### config.mk
export PLATFORM = sky130hd
export DESIGN_NAME = pmu_apb_regs_flat
export DESIGN_NICKNAME = d
export VERILOG_FILES = /design/src/rtl/pmu_pkg.sv /design/src/rtl/pmu_apb_regs_if.sv /design/src/rtl/pmu_apb_fsm.sv /design/src/rtl/pmu_apb_regs.sv /design/src/flat_wrapper.sv
export SDC_FILE = /design/constraint.sdc
export NUM_CORES = 1
export LEC_CHECK = 0
export CORE_AREA = 2 2 338 340
export DETAILED_ROUTE_END_ITERATION = 10
export DIE_AREA = 0 0 340 342
export PLACE_DENSITY = 0.44
export SETUP_SLACK_MARGIN = 0.2
export SYNTH_ARGS = -nofsm -noshare
export SYNTH_HDL_FRONTEND = slang
export SYNTH_SLANG_ARGS = --single-unit
### constraint.sdc
create_clock -name clk_i -period 5.9 [get_ports clk_i]
set_input_delay 1.18 -clock clk_i [delete_from_list [all_inputs] [get_ports clk_i]]
set_output_delay 1.18 -clock clk_i [all_outputs]
set_load 0.01 [all_outputs]
### src/rtl/pmu_pkg.sv
// PMU register-map package: FSM state encoding and register-map layout
// shared between the APB register wrapper and the PMU core.
package pmu_pkg;

  // APB slave FSM states (one wait state per transfer).
  typedef enum logic [1:0] {
    ST_IDLE = 2'd0,
    ST_WAIT = 2'd1,
    ST_RESP = 2'd2
  } apb_state_e;

  // Number of words needed to hold one overflow bit per counter.
  function automatic int ovf_words(input int n_counters, input int reg_width);
    return (n_counters + reg_width - 1) / reg_width;
  endfunction

  // Total register count: config + counters + overflow mask + overflow vector.
  function automatic int total_nregs(input int n_conf, input int n_counters,
                                     input int reg_width, input int overflow);
    return n_conf + n_counters + 2 * ovf_words(n_counters, reg_width) * overflow;
  endfunction

  // Default configuration of the PMU.
  localparam int DEF_REG_WIDTH   = 32;
  localparam int DEF_N_COUNTERS  = 9;
  localparam int DEF_N_CONF_REGS = 1;
  localparam int DEF_OVERFLOW    = 1;

  // Register indices of each region for the default configuration.
  localparam int BASE_CFG           = 0;
  localparam int BASE_COUNTERS      = BASE_CFG + DEF_N_CONF_REGS;
  localparam int BASE_OVERFLOW_MASK = BASE_COUNTERS + DEF_N_COUNTERS;
  localparam int BASE_OVERFLOW_VECT = BASE_OVERFLOW_MASK
                                    + ovf_words(DEF_N_COUNTERS, DEF_REG_WIDTH);

endpackage

### src/rtl/pmu_apb_regs_if.sv
// APB3 bus bundle for the PMU register wrapper. Signal names are given
// from the slave's point of view (_i into the slave, _o out of it).
interface pmu_apb_regs_if #(
  parameter int ADDR_WIDTH = 32,
  parameter int REG_WIDTH  = 32
);
  logic                  psel_i;
  logic                  penable_i;
  logic                  pwrite_i;
  logic [ADDR_WIDTH-1:0] paddr_i;
  logic [REG_WIDTH-1:0]  pwdata_i;
  logic [REG_WIDTH-1:0]  prdata_o;
  logic                  pready_o;
  logic                  pslverr_o;

  modport master (
    output psel_i, penable_i, pwrite_i, paddr_i, pwdata_i,
    input  prdata_o, pready_o, pslverr_o
  );

  modport slave (
    input  psel_i, penable_i, pwrite_i, paddr_i, pwdata_i,
    output prdata_o, pready_o, pslverr_o
  );
endinterface

### src/rtl/pmu_apb_fsm.sv
// APB3 slave handshake: IDLE -> WAIT -> RESP with exactly one wait state.
// Latches the transfer attributes on the setup phase and flags the cycle
// in which an access completes (xfer_o); the register file decodes it.
module pmu_apb_fsm
  import pmu_pkg::*;
#(
  parameter int ADDR_WIDTH = 32,
  parameter int REG_WIDTH  = 32
) (
  input  logic                  clk_i,
  input  logic                  rstn_i,
  input  logic                  psel_i,
  input  logic                  penable_i,
  input  logic                  pwrite_i,
  input  logic [ADDR_WIDTH-1:0] paddr_i,
  input  logic [REG_WIDTH-1:0]  pwdata_i,
  output logic                  pready_o,
  output logic                  xfer_o,
  output logic                  wr_o,
  output logic [ADDR_WIDTH-3:0] idx_o,
  output logic [REG_WIDTH-1:0]  wdata_o,
  output logic                  misalign_o
);

  apb_state_e            state_q;
  logic                  pready_q;
  logic                  wr_q;
  logic [ADDR_WIDTH-3:0] idx_q;
  logic [REG_WIDTH-1:0]  wdata_q;
  logic                  misalign_q;

  // Access completes on the edge leaving WAIT with the enable phase present.
  assign xfer_o     = (state_q == ST_WAIT) && psel_i && penable_i;
  assign pready_o   = pready_q;
  assign wr_o       = wr_q;
  assign idx_o      = idx_q;
  assign wdata_o    = wdata_q;
  assign misalign_o = misalign_q;

  // Handshake state, registered pready and setup-phase latches.
  always_ff @(posedge clk_i or negedge rstn_i) begin
    if (!rstn_i) begin
      state_q    <= ST_IDLE;
      pready_q   <= 1'b0;
      wr_q       <= 1'b0;
      idx_q      <= '0;
      wdata_q    <= '0;
      misalign_q <= 1'b0;
    end else begin
      case (state_q)
        ST_IDLE: begin
          pready_q <= 1'b0;
          if (psel_i && !penable_i) begin
            state_q    <= ST_WAIT;
            wr_q       <= pwrite_i;
            idx_q      <= paddr_i[ADDR_WIDTH-1:2];
            wdata_q    <= pwdata_i;
            misalign_q <= (paddr_i[1:0] != 2'b00);
          end
        end
        ST_WAIT: begin
          if (psel_i && penable_i) begin
            state_q  <= ST_RESP;
            pready_q <= 1'b1;
          end else begin
            // Master abandoned the transfer: drop it without side effects.
            state_q  <= ST_IDLE;
            pready_q <= 1'b0;
          end
        end
        ST_RESP: begin
          state_q  <= ST_IDLE;
          pready_q <= 1'b0;
        end
        default: begin
          state_q  <= ST_IDLE;
          pready_q <= 1'b0;
        end
      endcase
    end
  end

endmodule

### src/rtl/pmu_apb_regs.sv
// PMU APB register wrapper. Holds the register file shared with the PMU
// core: registers mirror the core's live values every cycle except when a
// bus write commits, after which a one-cycle wrapper_we_o strobe tells the
// core to load regs_o. Optional build macro PMU_APB_SLVERR_EN enables
// pslverr_o for out-of-range, misaligned or read-only-write accesses.
module pmu_apb_regs
  import pmu_pkg::*;
#(
  parameter int REG_WIDTH   = 32,
  parameter int N_COUNTERS  = 9,
  parameter int N_CONF_REGS = 1,
  parameter int OVERFLOW    = 1,
  parameter int ADDR_WIDTH  = 32,
  localparam int TOTAL_NREGS = total_nregs(N_CONF_REGS, N_COUNTERS, REG_WIDTH, OVERFLOW)
) (
  input  logic                                  clk_i,
  input  logic                                  rstn_i,
  pmu_apb_regs_if.slave                         apb,
  output logic [TOTAL_NREGS-1:0][REG_WIDTH-1:0] regs_o,
  input  logic [TOTAL_NREGS-1:0][REG_WIDTH-1:0] regs_i,
  output logic                                  wrapper_we_o
);

  localparam int IDX_W = ADDR_WIDTH - 2;
  // Everything below the overflow vector is writable; the vector is read-only.
  localparam int WR_LIMIT = BASE_CFG + N_CONF_REGS + N_COUNTERS
                          + ovf_words(N_COUNTERS, REG_WIDTH) * OVERFLOW;

  logic                  pready_s;
  logic                  xfer_s;
  logic                  wr_s;
  logic [IDX_W-1:0]      idx_s;
  logic [REG_WIDTH-1:0]  wdata_s;
  logic                  misalign_s;
  logic                  in_range_s;
  logic                  writable_s;
  logic                  err_s;
  logic                  commit_ok_s;
  logic [REG_WIDTH-1:0]  rd_data_s;

  logic [TOTAL_NREGS-1:0][REG_WIDTH-1:0] slv_reg_q, slv_reg_d;
  logic [REG_WIDTH-1:0]  prdata_q;
  logic                  pslverr_q;
  logic                  wrapper_we_q;

  pmu_apb_fsm #(
    .ADDR_WIDTH (ADDR_WIDTH),
    .REG_WIDTH  (REG_WIDTH)
  ) u_fsm (
    .clk_i      (clk_i),
    .rstn_i     (rstn_i),
    .psel_i     (apb.psel_i),
    .penable_i  (apb.penable_i),
    .pwrite_i   (apb.pwrite_i),
    .paddr_i    (apb.paddr_i),
    .pwdata_i   (apb.pwdata_i),
    .pready_o   (pready_s),
    .xfer_o     (xfer_s),
    .wr_o       (wr_s),
    .idx_o      (idx_s),
    .wdata_o    (wdata_s),
    .misalign_o (misalign_s)
  );

`ifdef PMU_APB_SLVERR_EN
  // Address decode with error reporting; misaligned writes never commit.
  always_comb begin
    in_range_s  = (idx_s < IDX_W'(TOTAL_NREGS));
    writable_s  = (idx_s < IDX_W'(WR_LIMIT));
    err_s       = !in_range_s || misalign_s || (wr_s && !writable_s);
    commit_ok_s = xfer_s && wr_s && writable_s && !misalign_s;
  end
`else
  logic unused_misalign_s;
  assign unused_misalign_s = misalign_s;

  // Address decode without error reporting; byte offset is ignored.
  always_comb begin
    in_range_s  = (idx_s < IDX_W'(TOTAL_NREGS));
    writable_s  = (idx_s < IDX_W'(WR_LIMIT));
    err_s       = 1'b0;
    commit_ok_s = xfer_s && wr_s && writable_s;
  end
`endif

  // Read mux: out-of-range indices match no register and read as zero.
  always_comb begin
    rd_data_s = '0;
    for (int k = 0; k < TOTAL_NREGS; k++) begin
      rd_data_s = rd_data_s | ((idx_s == IDX_W'(k)) ? slv_reg_q[k] : '0);
    end
  end

  // Register file next state: bus write wins, then hold during the load
  // strobe so the core sees the written value, otherwise mirror the core.
  always_comb begin
    slv_reg_d = slv_reg_q;
    if (commit_ok_s) begin
      for (int k = 0; k < TOTAL_NREGS; k++) begin
        slv_reg_d[k] = (idx_s == IDX_W'(k)) ? wdata_s : slv_reg_q[k];
      end
    end else if (!wrapper_we_q) begin
      slv_reg_d = regs_i;
    end else begin
      slv_reg_d = slv_reg_q;
    end
  end

  // Register file state.
  always_ff @(posedge clk_i or negedge rstn_i) begin
    if (!rstn_i) begin
      slv_reg_q <= '0;
    end else begin
      slv_reg_q <= slv_reg_d;
    end
  end

  // Registered bus response and core load strobe.
  always_ff @(posedge clk_i or negedge rstn_i) begin
    if (!rstn_i) begin
      prdata_q     <= '0;
      pslverr_q    <= 1'b0;
      wrapper_we_q <= 1'b0;
    end else begin
      wrapper_we_q <= commit_ok_s;
      pslverr_q    <= xfer_s ? err_s : 1'b0;
      if (xfer_s && !wr_s) begin
        prdata_q <= in_range_s ? rd_data_s : '0;
      end
    end
  end

  assign regs_o        = slv_reg_q;
  assign wrapper_we_o  = wrapper_we_q;
  assign apb.prdata_o  = prdata_q;
  assign apb.pready_o  = pready_s;
  assign apb.pslverr_o = pslverr_q;

endmodule

### src/flat_wrapper.sv
// flat-port wrapper written by rule: the top's interface ports become plain ports
module pmu_apb_regs_flat import pmu_pkg::*;
#(
  parameter int REG_WIDTH   = 32,
  parameter int N_COUNTERS  = 9,
  parameter int N_CONF_REGS = 1,
  parameter int OVERFLOW    = 1,
  parameter int ADDR_WIDTH  = 32,
  localparam int TOTAL_NREGS = total_nregs(N_CONF_REGS, N_COUNTERS, REG_WIDTH, OVERFLOW)
)
  (clk_i, rstn_i, regs_o, regs_i, wrapper_we_o, apb_psel_i, apb_penable_i, apb_pwrite_i, apb_paddr_i, apb_pwdata_i, apb_prdata_o, apb_pready_o, apb_pslverr_o);
  pmu_apb_regs_if #(.ADDR_WIDTH(ADDR_WIDTH), .REG_WIDTH(REG_WIDTH)) apb_i ();
  input  logic clk_i;
  input  logic rstn_i;
  output logic [TOTAL_NREGS-1:0][REG_WIDTH-1:0] regs_o;
  input  logic [TOTAL_NREGS-1:0][REG_WIDTH-1:0] regs_i;
  output logic wrapper_we_o;
  input wire logic [$bits(apb_i.psel_i)-1:0] apb_psel_i;
  input wire logic [$bits(apb_i.penable_i)-1:0] apb_penable_i;
  input wire logic [$bits(apb_i.pwrite_i)-1:0] apb_pwrite_i;
  input wire logic [$bits(apb_i.paddr_i)-1:0] apb_paddr_i;
  input wire logic [$bits(apb_i.pwdata_i)-1:0] apb_pwdata_i;
  output wire logic [$bits(apb_i.prdata_o)-1:0] apb_prdata_o;
  output wire logic [$bits(apb_i.pready_o)-1:0] apb_pready_o;
  output wire logic [$bits(apb_i.pslverr_o)-1:0] apb_pslverr_o;
  assign apb_i.psel_i = apb_psel_i;
  assign apb_i.penable_i = apb_penable_i;
  assign apb_i.pwrite_i = apb_pwrite_i;
  assign apb_i.paddr_i = apb_paddr_i;
  assign apb_i.pwdata_i = apb_pwdata_i;
  assign apb_prdata_o = apb_i.prdata_o;
  assign apb_pready_o = apb_i.pready_o;
  assign apb_pslverr_o = apb_i.pslverr_o;
  pmu_apb_regs #(.REG_WIDTH(REG_WIDTH), .N_COUNTERS(N_COUNTERS), .N_CONF_REGS(N_CONF_REGS), .OVERFLOW(OVERFLOW), .ADDR_WIDTH(ADDR_WIDTH)) u_core (.clk_i(clk_i), .rstn_i(rstn_i), .apb(apb_i), .regs_o(regs_o), .regs_i(regs_i), .wrapper_we_o(wrapper_we_o));
endmodule
==> reports/summary.md <==
## Timing
* 0 — number of failing hold endpoints at the final stage
* 1152 ps — measured slew at the worst slew-check pin
* no — setup repair after global routing missed its margin
* 0 ps — aggregate negative setup slack
* 1699 ps — final worst setup slack
* 22.48% — Relative slew margins
* 18.10 ps — Worst Skew
* 0 — final number of max-transition violations
* 0.2380 GHz — maximum frequency from static timing analysis
* 71.20% — final critical-path share of the clock period
* 0 — number of setup violations in the final report
* 4201 ps — min Tclk post-route

## Critical path
* flop — critical path startpoint category
* 6430 ps — required arrival time at the worst endpoint
* nor4_1 -> nand3b_4 -> o31ai_4 -> o31a_2 -> buf_4 -> o21ai_1 — cell chain of the critical path
* 1 — number of buffers and inverters on the critical path
* sky130_fd_sc_hd__nor4_1 — Slowest-stage cell, CP
* flop — critical path capture point type
* 4740 ps — data arrival time at the worst-slack endpoint
* 28 — largest driver fanout on the critical path
* 970 ps — biggest cell delay along the critical path
* reg2reg — critical path class
* compound AO/OA/AOI/OAI gates — CP delay by family, top

## Synth
* 100.0% — fraction of synthesis flops using an asynchronous set or reset pin
* 0 — warning count from the yosys run
* 0 — number of enable-type register cells in the synthesized netlist
* 2,348 — post-synthesis cell count
* sky130_fd_sc_hd__dfrtp_1 — flip-flop cell with the highest count after synthesis
* 22,180 µm² — post-synth design cell area
* 2,801 — total nets after synthesis
* 9.445 µm² — Post-Synthesis Mean Instance Area
* 58 — unique cell type count in the Yosys netlist
* sky130_fd_sc_hd__a21oi_1 — most used standard cell by instance count after synthesis
* 54.50% — fraction of the yosys area taken by sequential cells
* sky130_fd_sc_hd__dfrtp_1 — biggest area consumer among synthesized cells
* 54.50% — area share of the largest cell type after synthesis
* sky130_fd_sc_hd__a21oi_1, sky130_fd_sc_hd__dfrtp_1, sky130_fd_sc_hd__nand2_1, sky130_fd_sc_hd__nor2_1, sky130_fd_sc_hd__o21ai_0 — ranking of synthesized cells by instance count
* sky130_fd_sc_hd__dfrtp_1, sky130_fd_sc_hd__a21oi_1, sky130_fd_sc_hd__nand2_1 — Synth area leaders
* 483 — number of storage elements in the synthesis netlist

## Clocking
* 2 — deepest level of the CTS H-tree
* 60 ps — clock slew seen by the registers of the worst setup and hold paths
* 60 — number of clock buffers inserted by TritonCTS
* 660 ps — clock latency on the worst-skew pair
* built — TritonCTS clock tree
* 483 — clock net sink count
* 0 — cts-stage hold buffer count
* 3 — worst-case clock buffer depth
* 0 — postcts setup bufs
* sky130_fd_sc_hd__clkbuf_16 — clock tree root driver cell
* 0 — cells resized by post-CTS repair

## Die
* 340 µm — chip width
* 116,300 µm² — area of the die
* 19.61% — starting utilization of the core area
* 124 — std cell rows
* 872 — num ports
* 342 µm — height of the die
* 113,100 µm² — total core area

## Drt
* 1,834 — Iteration-0 DRC Markers
* 22.17k — overall via count from detail_route
* 140,400 µm — final wirelength
* 8 — drt first pass iters
* 0 — remaining antenna violation count
* 0 — DRC Markers
* 29.81 µm — per-cell routed wire length
* 4.706 — via-per-instance ratio

## Pwr
* 42.0% — register share of total power
* 2558 µW — net switching power
* 41.6% — clock network fraction of design power
* 8957 µW — power consumption
* 212.6 µV — Max VDD drop
* 28.56% — switching share of total power
* 6399 µW — Int Power
* 258.5 nW/µm² — power per standard cell area
* 16.5% — part of the total power dissipated in combinational logic
* 0.01355 µW — static power due to leakage

## Global route
* 26 — antenna violations before repair
* 21.85k — number of global-route vias before repair
* 23.32% — global router's overall resource usage
* 118 — pin count of the biggest net entering global routing
* 0 — overflow left after global routing
* 189,500 µm — global-route wire length before repair

## Layout
* 3,603 — number of nets in the layout
* 56.24% — Area growth syn-to-layout
* 9.878% — share of post-route cells with drive strength above 1

## Worst hold path
* reg2reg — path class of the lowest-slack min-delay path

## Run status
* finished clean — outcome

## Placed design
* 105,400 µm — hpwl dp
* 1194 ps — setup slack at placement
* 868 — input/output buffers
* 0.8431 — placer's final routability congestion estimate

## Job
* 0 — max_cap viols

## cell usage in the layout (no fill, tap or decap), types with 4 or more instances in the layout
cell type / count
sky130_fd_sc_hd__a211o_1: 5
sky130_fd_sc_hd__a21o_1: 11
sky130_fd_sc_hd__a21oi_1: 566
sky130_fd_sc_hd__a21oi_2: 8
sky130_fd_sc_hd__a221o_1: 4
sky130_fd_sc_hd__a222oi_1: 52
sky130_fd_sc_hd__a22o_1: 24
sky130_fd_sc_hd__a22oi_1: 82
sky130_fd_sc_hd__a31oi_1: 6
sky130_fd_sc_hd__and3_1: 6
sky130_fd_sc_hd__buf_12: 9
sky130_fd_sc_hd__buf_4: 76
sky130_fd_sc_hd__clkbuf_1: 12
sky130_fd_sc_hd__clkbuf_16: 61
sky130_fd_sc_hd__clkbuf_8: 14
sky130_fd_sc_hd__clkdlybuf4s50_1: 867
sky130_fd_sc_hd__clkinv_2: 8
sky130_fd_sc_hd__dfrtp_1: 479
sky130_fd_sc_hd__dfrtp_2: 4
sky130_fd_sc_hd__diode_2: 10
sky130_fd_sc_hd__inv_1: 35
sky130_fd_sc_hd__mux2_2: 69
sky130_fd_sc_hd__mux2i_1: 13
sky130_fd_sc_hd__nand2_1: 234
sky130_fd_sc_hd__nand3_1: 10
sky130_fd_sc_hd__nand4_1: 7
sky130_fd_sc_hd__nor2_1: 212
sky130_fd_sc_hd__nor2_2: 23
sky130_fd_sc_hd__nor3_1: 5
sky130_fd_sc_hd__nor4_1: 5
sky130_fd_sc_hd__nor4_2: 7
sky130_fd_sc_hd__o211ai_1: 6
sky130_fd_sc_hd__o21ai_0: 122
sky130_fd_sc_hd__o21ai_1: 80
sky130_fd_sc_hd__o21ai_4: 5
sky130_fd_sc_hd__or3_1: 7
## power by group through the flow
stage	registers (µW)	logic, µW	clock network [µW]
global route	3790	1570	3950
finish	3760	1470	3720
global placement	3820	1490	0
detailed placement	3820	1490	0
floorplan	3770	427	0
CTS	3760	1500	3820
## worst paths after layout
| check | startpoint | end | slack, ps | cells past startpoint |
|---|---|---|---|---|
| max in group asynchronous | rstn_i | u_core.regs_o[271] | 3930 | 2 |
| min in group asynchronous | rstn_i | u_core.u_fsm.idx_o[21] | 610 | 1 |
| hold reg to reg | u_core.apb.prdata_o[24] | u_core.apb.prdata_o[24] | 470 | 1 |
| hold / removal | u_core.apb.prdata_o[24] | u_core.apb.prdata_o[24] | 470 | 1 |
| setup / recovery | u_core.u_fsm.idx_o[8] | u_core.regs_o[175] | 1700 | 6 |
| setup reg to reg | u_core.u_fsm.idx_o[8] | u_core.regs_o[175] | 1700 | 6 |
## state kept, by name, indices dropped and copies added (netlist names)
| name | flops |
|---|---|
| u_core.u_fsm.wdata_o | 32 |
| u_core.u_fsm.pready_o | 1 |
| u_core.u_fsm.state_q | 2 |
| u_core.u_fsm.idx_o | 30 |
| u_core.u_fsm.wr_o | 1 |
| u_core.wrapper_we_o | 1 |
| u_core.regs_o | 384 |
| u_core.apb.prdata_o | 32 |
## per-layer routing
layer  track usage [%]  part of all wire [%]  up-vias
met5                 0                 0.058        -
met4             4.434                   1.8       14
met3             6.086                   7.4      134
met2             37.57                    46      889
met1             31.56                    45    11120
li1                  -                     -    10020
## kinds of logic (layout without fill, tap and decap cells)
kind of cell    after synthesis  after routing  share of synthesized area [%]
compound gates              990            990                          26.07
simple gates                543            543                          10.38
flops                       483            483                          54.50
buf+inv                     249           1090                          4.948
mux                          82             82                          4.090
other cells                   1             11                        0.01691
## through the flow
step / hold slack (ps) / area (µm²) / utilization (%) / std cells
6_report: 474.2 / 34650 / 30.64 / 4711
5_1_grt: 507.9 / 34640 / 30.63 / 4707
4_1_cts: 477.3 / 34630 / 30.61 / 4701
3_5_place_dp: 464.5 / 32730 / 28.94 / 4600
3_3_place_gp: 458.9 / 32730 / 28.94 / 4600
2_1_floorplan: 471.6 / 22180 / - / 2348
## area by class of cell
type / instances / area, µm²
clock inverters: 14 / 132.6
clock buffers: 87 / 1764
multi-input cells: 1616 / 9166
diodes: 10 / 25.02
inverters: 36 / 135.1
repair buffers: 953 / 9444
flip-flops and latches: 483 / 12090
well taps: 1512 / 1892
fillers: 11860 / 78450
## worst register-to-register path, delay by kind of cell (launching register included)
kind | cells | cell delay, ps
and+or+nand+nor | 2 | 1380
buffers and inverters | 1 | 420
DFF | 1 | 380
AOI/OAI and AO/OA | 3 | 1910
No activity file was read; power rests on OpenSTA's default activity.
==> RTL edit 1, RTL diff (config.mk and constraints unchanged) <==
`ADDR_WIDTH` is set to 32 in 4 places; all go to 28.
--- a/src/rtl/pmu_apb_regs_if.sv
+++ b/src/rtl/pmu_apb_regs_if.sv
@@ -3,3 +3,3 @@
 interface pmu_apb_regs_if #(
-  parameter int ADDR_WIDTH = 32,
+  parameter int ADDR_WIDTH = 28,
   parameter int REG_WIDTH  = 32
--- a/src/rtl/pmu_apb_fsm.sv
+++ b/src/rtl/pmu_apb_fsm.sv
@@ -6,3 +6,3 @@
 #(
-  parameter int ADDR_WIDTH = 32,
+  parameter int ADDR_WIDTH = 28,
   parameter int REG_WIDTH  = 32
--- a/src/rtl/pmu_apb_regs.sv
+++ b/src/rtl/pmu_apb_regs.sv
@@ -12,3 +12,3 @@
   parameter int OVERFLOW    = 1,
-  parameter int ADDR_WIDTH  = 32,
+  parameter int ADDR_WIDTH  = 28,
   localparam int TOTAL_NREGS = total_nregs(N_CONF_REGS, N_COUNTERS, REG_WIDTH, OVERFLOW)
--- a/src/flat_wrapper.sv
+++ b/src/flat_wrapper.sv
@@ -7,3 +7,3 @@
   parameter int OVERFLOW    = 1,
-  parameter int ADDR_WIDTH  = 32,
+  parameter int ADDR_WIDTH  = 28,
   localparam int TOTAL_NREGS = total_nregs(N_CONF_REGS, N_COUNTERS, REG_WIDTH, OVERFLOW)
Interface: changed (resized apb_paddr_i); port bits go from 872 to 868. The function was not compared with the original's and may differ.
==> RTL edit 1 against the original RTL <==
Design area grew 0.19%. Worst setup slack lost 0.25 ns. Sequential cell count shrank 4. Sequential power is essentially flat. Sequential share of layout area shrank 0.35 points. Synthesized cell count shrank 2.2%. Critical path depth grew 2. Power grew 1.6%. Synthesized area grew 1.0%. Wire length grew 0.90%.
==> RTL edit 1: results <==
final_layout:
  instances_no_fill: 4637
  largest_reg_flops: 384
  final_net_count: 3518
  layout-drive-gt1-share: 0.0990
sta:
  clock-skew-final_ns: 0.0314
  finalHoldViolations: 0
  worst_margin_slew_ns: 1.28
cts:
  clock_tree.root_cell: "sky130_fd_sc_hd__clkbuf_16"
  cts_htree_levels: 2
  ctsLongestPathBuffers: 3
  cts.reportedPaths.clkPinSlew_ns: 0.06
  hold_buffers: 0
  cts-buffers-inserted: 59
  insertion_delay_ns: 0.67
  cts.repair_timing.setup_buffer_count: 0
  ctsResizeCount: 0
placement:
  dp_hpwl_um: 102000
  port_buffers: 864
  placed_cells: 4520
  gp_routability_congestion: 0.841
global_routing:
  grt_usage: 0.234
  grt_max_degree: 172
  first_global_vias: 22300
  grt_antenna_before_repair: 17
  grt_pass1_wl_um: 189000
detailed_routing:
  post-route-drc-count: 0
  drtPass1Iterations: 6
  first_iter_violations: 1760
  viasPerCell: 4.81
  postRouteWirelength_um: 142000
synthesis:
  dominantRegCellSynth: "sky130_fd_sc_hd__dfrtp_1"
  synth_adder_area_share: 0
  ys_top_cells_by_count: "479 x sky130_fd_sc_hd__dfrtp_1, 428 x sky130_fd_sc_hd__nand2_1, 347 x sky130_fd_sc_hd__nor2_1"
  synth_area_per_cell_sq_um: 9.75
  yosysWarningCount: 0
  yosys-top-cells-area: "sky130_fd_sc_hd__dfrtp_1 53%, sky130_fd_sc_hd__a31oi_1 9.1%, sky130_fd_sc_hd__nand2_1 7.2%, sky130_fd_sc_hd__nor2_1 5.8%, sky130_fd_sc_hd__mux2_2 4.9%"
  async_flop_share: 1.00
  synth_seq_area_share: 0.535
  multiplexer_fraction_of_the_synthesized_cell_area: 0.0751
  post_synth_xor_area_fraction: 0
  unique_cell_type_count_in_the_yosys_netlist: 56
  mappedNetlistNets: 2746
  compound_cell_area_share_of_the_yosys_netlist: 0.185
power_and_ir_drop:
  leakagePower_nw: 14.5
  vdd_drop_max_mv: 0.229
  sw_frac_of_total: 0.280
outcome:
  outcome: "completed"
min_path:
  holdCritPathClass: "flip-flop to flip-flop"
worst_setup_path:
  critical_path.max_fanout: 64
  timing.critical_path.arrival_ns: 4.93
-- RTL edit 1: area by class of cell --
cell class                      count  area, sq um
Tap cell                         1512         1890
Multi-Input combinational cell   1609         9610
Sequential cell                   479        12000
Clock buffer                       93         1840
Clock inverter                     11          155
Inverter                            2         8.76
Antenna cell                       13         32.5
Timing Repair Buffer              918         9180
Fill cell                       11900        78400
-- RTL edit 1: logic make-up after synthesis --
kind of cell,after synthesis
and+or+nand+nor,857
AOI/OAI and AO/OA,609
DFF,479
buffers and inverters,209
muxes,142
other,1
-- RTL edit 1: worst max-delay path, cell delays in order, from the launching register on --
cell and delay, ns:
sky130_fd_sc_hd__dfrtp_1 0.38, sky130_fd_sc_hd__nor4_2 0.71, sky130_fd_sc_hd__nand3_2 0.52, sky130_fd_sc_hd__nor2_2 0.31, sky130_fd_sc_hd__nand2_4 0.30, sky130_fd_sc_hd__clkinv_2 0.51
sky130_fd_sc_hd__buf_4 0.36, sky130_fd_sc_hd__a21o_4 0.85, sky130_fd_sc_hd__a31oi_1 0.19
-- RTL edit 1: routing by layer --
layer	GRT usage	share of wire
met1	0.289	0.41
met2	0.392	0.48
met3	0.0660	0.078
met4	0.0817	0.034
met5	0	0.00071
-- RTL edit 1: per-stage QoR --
step / worst slack (ns) / util / hold slack (ns) / cell area [sq um]
final: 1.45 / 0.307 / 0.497 / 34700
after global routing: 1.14 / 0.307 / 0.516 / 34700
after CTS: 1.39 / 0.307 / 0.495 / 34700
after detailed placement: 1.04 / 0.289 / 0.474 / 32700
after global placement: 1.04 / 0.289 / 0.468 / 32700
after floorplan: 3.14 / - / 0.481 / 22400
-- RTL edit 1: worst paths after layout --
check,start,endpoint,slack (ns),cells past startpoint
min,u_core.apb.prdata_o[30]$_DFFE_PN0P_,u_core.apb.prdata_o[30]$_DFFE_PN0P_,0.50,2
min in group asynchronous,rstn_i,u_core.regs_o[147]$_DFFE_PN0P_,0.54,1
max in group asynchronous,rstn_i,u_core.regs_o[177]$_DFFE_PN0P_,3.96,2
max,u_core.u_fsm.idx_o[10]$_DFFE_PN0P_,u_core.regs_o[27]$_DFFE_PN0P_,1.45,8
min reg2reg,u_core.apb.prdata_o[30]$_DFFE_PN0P_,u_core.apb.prdata_o[30]$_DFFE_PN0P_,0.50,2
max reg2reg,u_core.u_fsm.idx_o[10]$_DFFE_PN0P_,u_core.regs_o[27]$_DFFE_PN0P_,1.45,8
-- RTL edit 1: power by group through the flow --
stage / combinational (mW) / clock (mW) / sequential (mW)
after detailed placement: 1.52 / 0 / 3.80
after CTS: 1.53 / 3.92 / 3.75
after global routing: 1.59 / 4.04 / 3.77
after floorplan: 0.478 / 0 / 3.76
final: 1.51 / 3.85 / 3.75
after global placement: 1.52 / 0 / 3.80
==> RTL edit 2, RTL diff (same flow settings) <==
Without the edit above. Make the reset (`rstn_i`) synchronous in 3 clocked blocks.
--- a/src/rtl/pmu_apb_fsm.sv
+++ b/src/rtl/pmu_apb_fsm.sv
@@ -40,3 +40,3 @@
   // Handshake state, registered pready and setup-phase latches.
-  always_ff @(posedge clk_i or negedge rstn_i) begin
+  always_ff @(posedge clk_i) begin
     if (!rstn_i) begin
--- a/src/rtl/pmu_apb_regs.sv
+++ b/src/rtl/pmu_apb_regs.sv
@@ -109,3 +109,3 @@
   // Register file state.
-  always_ff @(posedge clk_i or negedge rstn_i) begin
+  always_ff @(posedge clk_i) begin
     if (!rstn_i) begin
@@ -118,3 +118,3 @@
   // Registered bus response and core load strobe.
-  always_ff @(posedge clk_i or negedge rstn_i) begin
+  always_ff @(posedge clk_i) begin
     if (!rstn_i) begin
Formal check against the unedited RTL: not equivalent (Yosys sat finds a counterexample within 4 cycles, from zero or initial values and one cycle with rstn_i low; the reset may be asserted at any time).
==> RTL edit 2 against the original RTL <==
Power grew 0.14%. Hold slack lost 0.020 ns. Utilization grew 0.77 points. Die area is the same. Worst setup slack gained 0.14 ns. Synthesized area grew 4.3%. Sequential cell count is the same. Wire length grew 23%. Design area grew 2.5%. Synthesized cell count grew 10%.
==> RTL edit 2: results <==
outcome:
  outcome: "completed"
synthesis:
  ys_top_cells_by_count: "483 x sky130_fd_sc_hd__dfxtp_1, 450 x sky130_fd_sc_hd__or3_1, 394 x sky130_fd_sc_hd__nand2_1"
  synth_top_area_cell: "sky130_fd_sc_hd__dfxtp_1"
  synth_seq_area_share: 0.418
  unique_cell_type_count_in_the_yosys_netlist: 59
  yosys-top-cells-area: "sky130_fd_sc_hd__dfxtp_1 42%, sky130_fd_sc_hd__or3_1 12%, sky130_fd_sc_hd__o2111a_1 11%, sky130_fd_sc_hd__nand2_1 6.4%, sky130_fd_sc_hd__o31ai_1 4.3%"
  async_flop_share: 0
  mappedNetlistNets: 3047
  yosysWarningCount: 0
power_and_ir_drop:
  leakagePower_nw: 12.3
  vdd_drop_max_mv: 0.169
cts:
  insertion_delay_ns: 0.68
  ctsLongestPathBuffers: 3
  cts_htree_levels: 2
  cts-buffers-inserted: 61
  cts.reportedPaths.clkPinSlew_ns: 0.06
  clock_tree.root_cell: "sky130_fd_sc_hd__clkbuf_16"
  ctsResizeCount: 0
  cts.repair_timing.setup_buffer_count: 0
worst_setup_path:
  critical_path.max_fanout: 65
  r2r_slack_ns: 2.19
  timing.critical_path.arrival_ns: 4.67
global_routing:
  grt_max_degree: 133
  first_global_vias: 25600
  grt_usage: 0.282
  grt_pass1_wl_um: 229000
  grt_antenna_before_repair: 59
detailed_routing:
  first_iter_violations: 2873
  viasPerCell: 5.47
  drtPass1Iterations: 6
  drt-wirelength-per-cell_um: 35.4
final_layout:
  layout-drive-gt1-share: 0.0707
  largest_reg_flops: 384
  nFillCells: 11900
  final_net_count: 3742
sta:
  clock-skew-final_ns: 0.0322
  worst_margin_slew_ns: 1.36
  hold_slack_ns: 0.454
placement:
  port_buffers: 868
  dp_hpwl_um: 128000
  gp_routability_congestion: 0.874
  dpl-instance-area_sq_mm: 0.0334
min_path:
  holdCritPathClass: "flip-flop to flip-flop"
RTL edit 2: path summary, 6_finish.rpt:
| check | start | endpoint | depth (start not counted) |
|---|---|---|---|
| max | apb_penable_i | u_core.regs_o[299]$_SDFFE_PN0P_ | 7 |
| min | u_core.apb.prdata_o[6]$_SDFFE_PN0P_ | u_core.apb.prdata_o[6]$_SDFFE_PN0P_ | 2 |
| max reg2reg | u_core.u_fsm.idx_o[2]$_SDFFE_PN0P_ | u_core.regs_o[145]$_SDFFE_PN0P_ | 7 |
| min reg2reg | u_core.apb.prdata_o[6]$_SDFFE_PN0P_ | u_core.apb.prdata_o[6]$_SDFFE_PN0P_ | 2 |
RTL edit 2: final cells by class:
type / count / area [sq um] / area share
timing repair buffer: 941 / 9370 / 0.264
sequential: 483 / 9680 / 0.273
tap: 1512 / 1890 / 0.0533
clock buffer: 97 / 1840 / 0.0518
multi-input combinational: 1799 / 12500 / 0.351
antenna: 30 / 75.1 / 0.00211
clock inverter: 16 / 194 / 0.00546
inverter: 3 / 11.3 / 0.000317
RTL edit 2: routing by layer:
metal | routed length [um] | GRT usage | part of all wire
met1 | 79100 | 0.403 | 0.46
met2 | 74300 | 0.423 | 0.43
met3 | 14700 | 0.0634 | 0.085
met4 | 4280 | 0.0771 | 0.025
met5 | 95 | 0 | 0.00055
RTL edit 2: worst max-delay path: stages:
cell and delay [ns]:
sky130_fd_sc_hd__clkdlybuf4s50_1 0.51, sky130_fd_sc_hd__and4b_1 0.41, sky130_fd_sc_hd__o211ai_1 0.31, sky130_fd_sc_hd__or3_4 0.79, sky130_fd_sc_hd__o21ai_4 0.76, sky130_fd_sc_hd__buf_4 0.40, sky130_fd_sc_hd__o2111a_1 0.21
RTL edit 2: report_power, final:
group          switching [mW]  internal, mW
Combinational           0.570         0.705
Clock                    1.66          2.30
Sequential              0.310          3.43
Total                    2.54          6.43
RTL edit 2: cell families (layout without fill, tap and decap cells):
group,after synthesis,count (layout),synth area share
buf+inv,312,1057,0.0548
mux,14,14,0.00649
compound gates,858,858,0.310
simple gates,926,926,0.210
flops,483,483,0.418
other cells,1,31,0.000162
RTL edit 2: stage by stage:
| step | instances | setup slack (ns) |
|---|---|---|
| floorplan | 2594 | 2.86 |
| detailed placement | 4738 | 1.12 |
| global placement | 4738 | 1.12 |
| global route | 4871 | 1.66 |
| finish | 4881 | 1.84 |
| CTS | 4851 | 1.77 |
